$ cat src/rtl/strip_id_lut_seq_if.sv
// Request/response bundle for strip_id_lut_seq: table write port, lookup request, ID beat stream.
interface strip_id_lut_seq_if #(
   parameter int ID_W   = 4,
   parameter int NUM_ID = 3,
   parameter int ADDR_W = 4,
   parameter int RANK_W = (NUM_ID > 1) ? $clog2(NUM_ID) : 1
);
   logic                   wr_en;
   logic [ADDR_W-1:0]      wr_addr;
   logic [NUM_ID*ID_W-1:0] wr_data;
   logic                   req_valid;
   logic                   req_ready;
   logic [ADDR_W-1:0]      req_addr;
   logic                   out_valid;
   logic                   out_ready;
   logic [ID_W-1:0]        out_id;
   logic [RANK_W-1:0]      out_rank;
   logic                   out_last;
   logic                   out_none;
   logic                   out_err;

   modport master (
      output wr_en, wr_addr, wr_data, req_valid, req_addr, out_ready,
      input  req_ready, out_valid, out_id, out_rank, out_last, out_none, out_err
   );

   modport slave (
      input  wr_en, wr_addr, wr_data, req_valid, req_addr, out_ready,
      output req_ready, out_valid, out_id, out_rank, out_last, out_none, out_err
   );
endinterface

$ cat src/rtl/strip_id_lut_seq.sv
// Strip-ID lookup table: one request streams the nonzero IDs of an entry, slot 0 first.
// Latency 2 cycles accept-to-first-beat; out_ready=0 holds the beat, one request in flight at a time.
module strip_id_lut_seq #(
   parameter int ID_W   = 4,
   parameter int NUM_ID = 3,
   parameter int DEPTH  = 10,
   parameter int ADDR_W = 4,
   localparam int RANK_W = (NUM_ID > 1) ? $clog2(NUM_ID) : 1
) (
   input logic               clk,
   input logic               rst,
   strip_id_lut_seq_if.slave bus
);
   localparam int E_W   = NUM_ID * ID_W;
   localparam int IDX_W = (DEPTH > 1) ? $clog2(DEPTH) : 1;

   typedef enum logic [1:0] {IDLE, FETCH, EMIT} state_t;

   state_t            state_q, state_d;
   logic [ADDR_W-1:0] addr_q, addr_d;
   logic              err_q, err_d;
   logic [E_W-1:0]    snap_q, snap_d;
   logic [NUM_ID-1:0] mask_q, mask_d;
   logic [E_W-1:0]    table_q [DEPTH];

   logic              addr_ok, wr_ok, cur_last;
   logic [RANK_W-1:0] sel;
   logic [ID_W-1:0]   cur_id;
   logic [NUM_ID-1:0] sel_oh;

   function automatic logic [E_W-1:0] init_entry(input int k);
      logic [11:0] v;
      v = 12'h000;
      case (k)
         0: v = 12'hA80;
         1: v = 12'h860;
         2: v = 12'h640;
         3: v = 12'h412;
         4: v = 12'h123;
         5: v = 12'h350;
         6: v = 12'h570;
         7: v = 12'h790;
         8: v = 12'h900;
         9: v = 12'hBCD;
         default: v = 12'h000;
      endcase
      if (ID_W == 4 && NUM_ID == 3) return E_W'(v);
      return '0;
   endfunction

   assign addr_ok = int'(addr_q) < DEPTH;
   assign wr_ok   = int'(bus.wr_addr) < DEPTH;

   // Lowest remaining slot is the current beat; it is last if no higher slot remains.
   always_comb begin
      sel    = '0;
      cur_id = '0;
      for (int k = NUM_ID - 1; k >= 0; k--) begin
         if (mask_q[k]) sel = RANK_W'(k);
      end
      for (int k = 0; k < NUM_ID; k++) begin
         if (mask_q[k] && RANK_W'(k) == sel) cur_id = snap_q[(NUM_ID-k)*ID_W-1 -: ID_W];
      end
      sel_oh   = NUM_ID'(1) << sel;
      cur_last = (mask_q & ~sel_oh) == '0;
   end

   always_ff @(posedge clk or posedge rst) begin
      if (rst) begin
         state_q <= IDLE;
         addr_q  <= '0;
         err_q   <= 1'b0;
         snap_q  <= '0;
         mask_q  <= '0;
         for (int i = 0; i < DEPTH; i++) table_q[i] <= init_entry(i);
      end else begin
         state_q <= state_d;
         addr_q  <= addr_d;
         err_q   <= err_d;
         snap_q  <= snap_d;
         mask_q  <= mask_d;
         if (bus.wr_en && wr_ok) table_q[bus.wr_addr[IDX_W-1:0]] <= bus.wr_data;
      end
   end

   always_comb begin
      state_d       = state_q;
      addr_d        = addr_q;
      err_d         = err_q;
      snap_d        = snap_q;
      mask_d        = mask_q;
      bus.req_ready = 1'b0;
      bus.out_valid = 1'b0;
      bus.out_id    = '0;
      bus.out_rank  = '0;
      bus.out_last  = 1'b0;
      bus.out_none  = 1'b0;
      bus.out_err   = 1'b0;
      case (state_q)
         IDLE: begin
            bus.req_ready = !rst;
            if (bus.req_valid && !rst) begin
               addr_d  = bus.req_addr;
               state_d = FETCH;
            end
         end
         FETCH: begin
            err_d  = !addr_ok;
            snap_d = '0;
            mask_d = '0;
            if (addr_ok) begin
               snap_d = table_q[addr_q[IDX_W-1:0]];
               for (int k = 0; k < NUM_ID; k++) begin
                  mask_d[k] = |snap_d[(NUM_ID-k)*ID_W-1 -: ID_W];
               end
            end
            state_d = EMIT;
         end
         EMIT: begin
            // An empty mask (or bad address) still yields one terminating beat.
            bus.out_valid = !rst;
            bus.out_id    = cur_id;
            bus.out_rank  = (mask_q == '0) ? '0 : sel;
            bus.out_last  = cur_last;
            bus.out_none  = (mask_q == '0);
            bus.out_err   = err_q;
            if (bus.out_ready) begin
               mask_d = mask_q & ~sel_oh;
               if (cur_last) state_d = IDLE;
            end
         end
         default: state_d = IDLE;
      endcase
   end
endmodule

$ cat src/flat_wrapper.sv
// flat-port wrapper written by rule: the top's interface ports become plain ports
module strip_id_lut_seq_flat 
#(
   parameter int ID_W   = 4,
   parameter int NUM_ID = 3,
   parameter int DEPTH  = 10,
   parameter int ADDR_W = 4,
   localparam int RANK_W = (NUM_ID > 1) ? $clog2(NUM_ID) : 1
)
  (clk, rst, bus_wr_en, bus_wr_addr, bus_wr_data, bus_req_valid, bus_req_addr, bus_out_ready, bus_req_ready, bus_out_valid, bus_out_id, bus_out_rank, bus_out_last, bus_out_none, bus_out_err);
  strip_id_lut_seq_if #(.ID_W(ID_W), .NUM_ID(NUM_ID), .ADDR_W(ADDR_W)) bus_i ();
  input logic clk;
  input logic rst;
  input wire logic [$bits(bus_i.wr_en)-1:0] bus_wr_en;
  input wire logic [$bits(bus_i.wr_addr)-1:0] bus_wr_addr;
  input wire logic [$bits(bus_i.wr_data)-1:0] bus_wr_data;
  input wire logic [$bits(bus_i.req_valid)-1:0] bus_req_valid;
  input wire logic [$bits(bus_i.req_addr)-1:0] bus_req_addr;
  input wire logic [$bits(bus_i.out_ready)-1:0] bus_out_ready;
  output wire logic [$bits(bus_i.req_ready)-1:0] bus_req_ready;
  output wire logic [$bits(bus_i.out_valid)-1:0] bus_out_valid;
  output wire logic [$bits(bus_i.out_id)-1:0] bus_out_id;
  output wire logic [$bits(bus_i.out_rank)-1:0] bus_out_rank;
  output wire logic [$bits(bus_i.out_last)-1:0] bus_out_last;
  output wire logic [$bits(bus_i.out_none)-1:0] bus_out_none;
  output wire logic [$bits(bus_i.out_err)-1:0] bus_out_err;
  assign bus_i.wr_en = bus_wr_en;
  assign bus_i.wr_addr = bus_wr_addr;
  assign bus_i.wr_data = bus_wr_data;
  assign bus_i.req_valid = bus_req_valid;
  assign bus_i.req_addr = bus_req_addr;
  assign bus_i.out_ready = bus_out_ready;
  assign bus_req_ready = bus_i.req_ready;
  assign bus_out_valid = bus_i.out_valid;
  assign bus_out_id = bus_i.out_id;
  assign bus_out_rank = bus_i.out_rank;
  assign bus_out_last = bus_i.out_last;
  assign bus_out_none = bus_i.out_none;
  assign bus_out_err = bus_i.out_err;
  strip_id_lut_seq #(.ID_W(ID_W), .NUM_ID(NUM_ID), .DEPTH(DEPTH), .ADDR_W(ADDR_W)) u_core (.clk(clk), .rst(rst), .bus(bus_i));
endmodule
$ cat config.mk
export PLATFORM = sky130hd
export DESIGN_NAME = strip_id_lut_seq_flat
export DESIGN_NICKNAME = d
export VERILOG_FILES = /design/src/rtl/strip_id_lut_seq_if.sv /design/src/rtl/strip_id_lut_seq.sv /design/src/flat_wrapper.sv
export SDC_FILE = /design/constraint.sdc
export NUM_CORES = 1
export LEC_CHECK = 0
export ABC_CLOCK_PERIOD_IN_PS = 5700
export BUFFER_PORTS_ARGS = -buffer_cell sky130_fd_sc_hd__buf_2
export CAP_MARGIN = 5
export CORE_MARGIN = 2
export CORE_UTILIZATION = 30
export CTS_CLUSTER_SIZE = 25
export DETAILED_ROUTE_END_ITERATION = 16
export PLACE_DENSITY = 0.53
export SLEW_MARGIN = 20
export SYNTH_ARGS = -nofsm -noshare
export SYNTH_HDL_FRONTEND = slang
export SYNTH_SLANG_ARGS = --single-unit
$ cat constraint.sdc
create_clock -name clk -period 5.7 [get_ports clk]
set_input_delay 0.855 -clock clk [delete_from_list [all_inputs] [get_ports clk]]
set_output_delay 0.855 -clock clk [all_outputs]
set_load 0.01 [all_outputs]
==> impl_metrics.ini <==
[floorplanning]
die_width_um = 153.4
fp.dieH_um = 153.4
ios = 36
core_sq_um = 21890
placement_rows = 54
initial_core_util_pct = 30.59
dieArea_sq_um = 23530

[synthesis]
syn-instance-count = 496
synth_area_leaders = dfrtp_1 38%, dfstp_2 16%, mux2_2 16%
postSynth.asyncResetShare_pct = 100.0
synth_area_sq_um = 6696
yosys_register_bits = 142
ys_seq_area_share_pct = 53.81
yosysTopAreaCellShare_pct = 38.12
synth-edff-count = 0
syn_nets = 521
yosysMostFrequentCell = dfrtp_1
synth_ff_type = dfrtp_1
postSynthAreaPerCell_sq_um = 13.50
yosysWarnings = 0
synth_area_leader_cell = dfrtp_1
synth_common_cells = 102 x dfrtp_1, 93 x mux2_2, 44 x mux2_1
yosysUniqueCellTypes = 44

[clock_tree]
cts.sinks = 142
clkTransAtPathRegs_ps = 60
cts_hold_buf = 0
cts_tree = yes
cts_max_path_buffers = 2
htreeDepth = 4
cts_resized = 0
post-cts-setup-buffers = 0
clock_latency_ps = 410
cts-root-buf = clkbuf_16
cts_buffers = 17

[worst_setup_path]
cp_data_arrival_time_ps = 2990
path_buf_inv = 1
crit_slowest_cell = dfrtp_2
path_delay_family = flip-flops
cp-end-kind = flip-flop
critPathMaxFanout = 31
crit_path_start_kind = flip-flop
required_ps = 6000
r2r_setup_slack_ps = 3010
path_cells = buf_4 -> mux4_2 -> a21oi_1 -> o22ai_1 -> o31a_1
cp_slowest_stage_delay_ps = 990
critPathKind = flip-flop to flip-flop

[run]
drv_cap = 0

[place]
hpwl_um = 9686
port_buffers = 35
place_congestion = 0.7468
pre_cts_ws_ps = 2980

[timing]
rsz0062_at_grt = false
maxSlewViolCount = 0
fin_worst_skew_ps = 5.089
tns_ps = 0
hold_slack_ps = 473.4
timing.final.crit_share_pct = 47.20
finalCriticalPeriod_ps = 2691
max_freq_ghz = 0.3717
final-hold-violation-count = 0
slew_headroom_pct = 32.94
tightest_slew_ps = 1006
worst_slack_ps = 3009
setup_viol = 0

[finish]
seqCellArea_sq_um = 3605
utilization_pct = 35.09
final_net_count = 539
drive_gt1_share_pct = 43.45
area_delta_synth_final_pct = 14.72
fillers = 2180
antenna-diode-count = 0
multi_input_area_sq_um = 2892

[run_status]
run_status = finished, final reports clean

[grt]
grt_pass1_vias = 4259
grt_use_total_pct = 13.46
grt_overflow = 0
antenna_found_initial = 0
grt_max_degree = 78
grt_pass1_wl_um = 24200

[drt]
drt-wirelength-per-cell_um = 18.92
vias = 3953
ant_nets = 0
drt_iter0_markers = 185
wl_um = 15270
dr.pass1.iters = 6
via_per_inst = 4.898
drcViolationCount = 0

[power_and_ir_drop]
power.leakage_uw = 0.003244
powerDensity_nw_per_um2 = 472.3
peakVddDrop_uv = 151.1

[hold_path]
hold_path_class = flip-flop to flip-flop
-- path summary, 6_finish.rpt --
| path | to | cells past startpoint | start |
|---|---|---|---|
| worst min-delay path | u_core.err_q | 1 | u_core.err_q |
| worst max register to register | u_core.mask_q[2] | 5 | u_core.addr_q[0] |
| min in group asynchronous | u_core.state_q[0] | 2 | rst |
| max in group asynchronous | u_core.table_q[85] | 3 | rst |
| worst min register to register | u_core.err_q | 1 | u_core.err_q |
| worst max-delay path | u_core.mask_q[2] | 5 | u_core.addr_q[0] |
-- worst reg2reg max path, cell delays in order (launching register included) --
cell     delay (ps)
dfrtp_2         990
buf_4           450
mux4_2          540
a21oi_1         170
o22ai_1         110
o31a_1          310
-- power by group --
group	switching [uW]	total, uW	internal [uW]
logic	435	946	510
clock network	417	1120	706
registers	242	1560	1320
total	1090	3630	2530
-- cells in the final DEF, fill, tap and decap left out, types with 3 or more instances in the layout --
cell type and count:
a21oi_1 11, a2bb2oi_1 6, a32oi_1 4, buf_2 35
buf_4 6, bufinv_16 3, clkbuf_16 17, clkinv_2 6
clkinvlp_4 3, dfrtp_1 101, dfstp_2 40, mux2_1 44
mux2_2 93, mux2i_1 21, mux4_2 15, nand2_1 30
nand2b_1 6, nand3_1 6, nand3b_1 6, nor2_1 12
nor2b_1 7, nor3_1 3, o21ai_0 9, o21ai_1 4
o22a_1 4
-- final cells by class --
| class | instances | share of cell area (%) |
|---|---|---|
| Sequential cell | 142 | 46.92 |
| Timing Repair Buffer | 41 | 2.866 |
| Clock buffer | 20 | 5.945 |
| Multi-Input combinational cell | 309 | 37.64 |
| Inverter | 3 | 0.2117 |
| Clock inverter | 12 | 1.857 |
| Tap cell | 280 | 4.560 |
-- layer usage --
metal	part of all wire, %	vias to the layer above	track usage, %
met5	0	-	0
met4	1.8	0	4.937
met3	2.6	16	2.892
met2	49	58	22.43
met1	46	2055	17.29
li1	-	1824	-
-- through the flow --
step | power (uW) | instances | cell area (sq um)
after global routing | 3823 | 807 | 7682
after CTS | 3668 | 807 | 7682
final | 3628 | 807 | 7682
after floorplan | 2280 | 496 | 6696
after detailed placement | 2532 | 775 | 7083
after global placement | 2500 | 775 | 7083
-- flip-flops by register name, summed over array words and instances, names as in the netlist --
name,flops
u_core.addr_q,4
u_core.mask_q,3
u_core.snap_q,12
u_core.err_q,1
u_core.table_q,120
u_core.state_q,2
-- cell families (layout without fill, tap and decap cells) --
group                    Yosys count  count (layout)  share of synthesized area, %
multiplexers                     173             173                         31.22
AO/OA/AOI/OAI                     51              51                         5.362
flip-flops                       142             142                         53.81
AND/OR/NAND/NOR                   84              84                         6.297
adder cells (fa/ha/maj)            1               1                        0.1495
buffers and inverters             45              76                         3.158
Power figures use the tool's default switching activity.
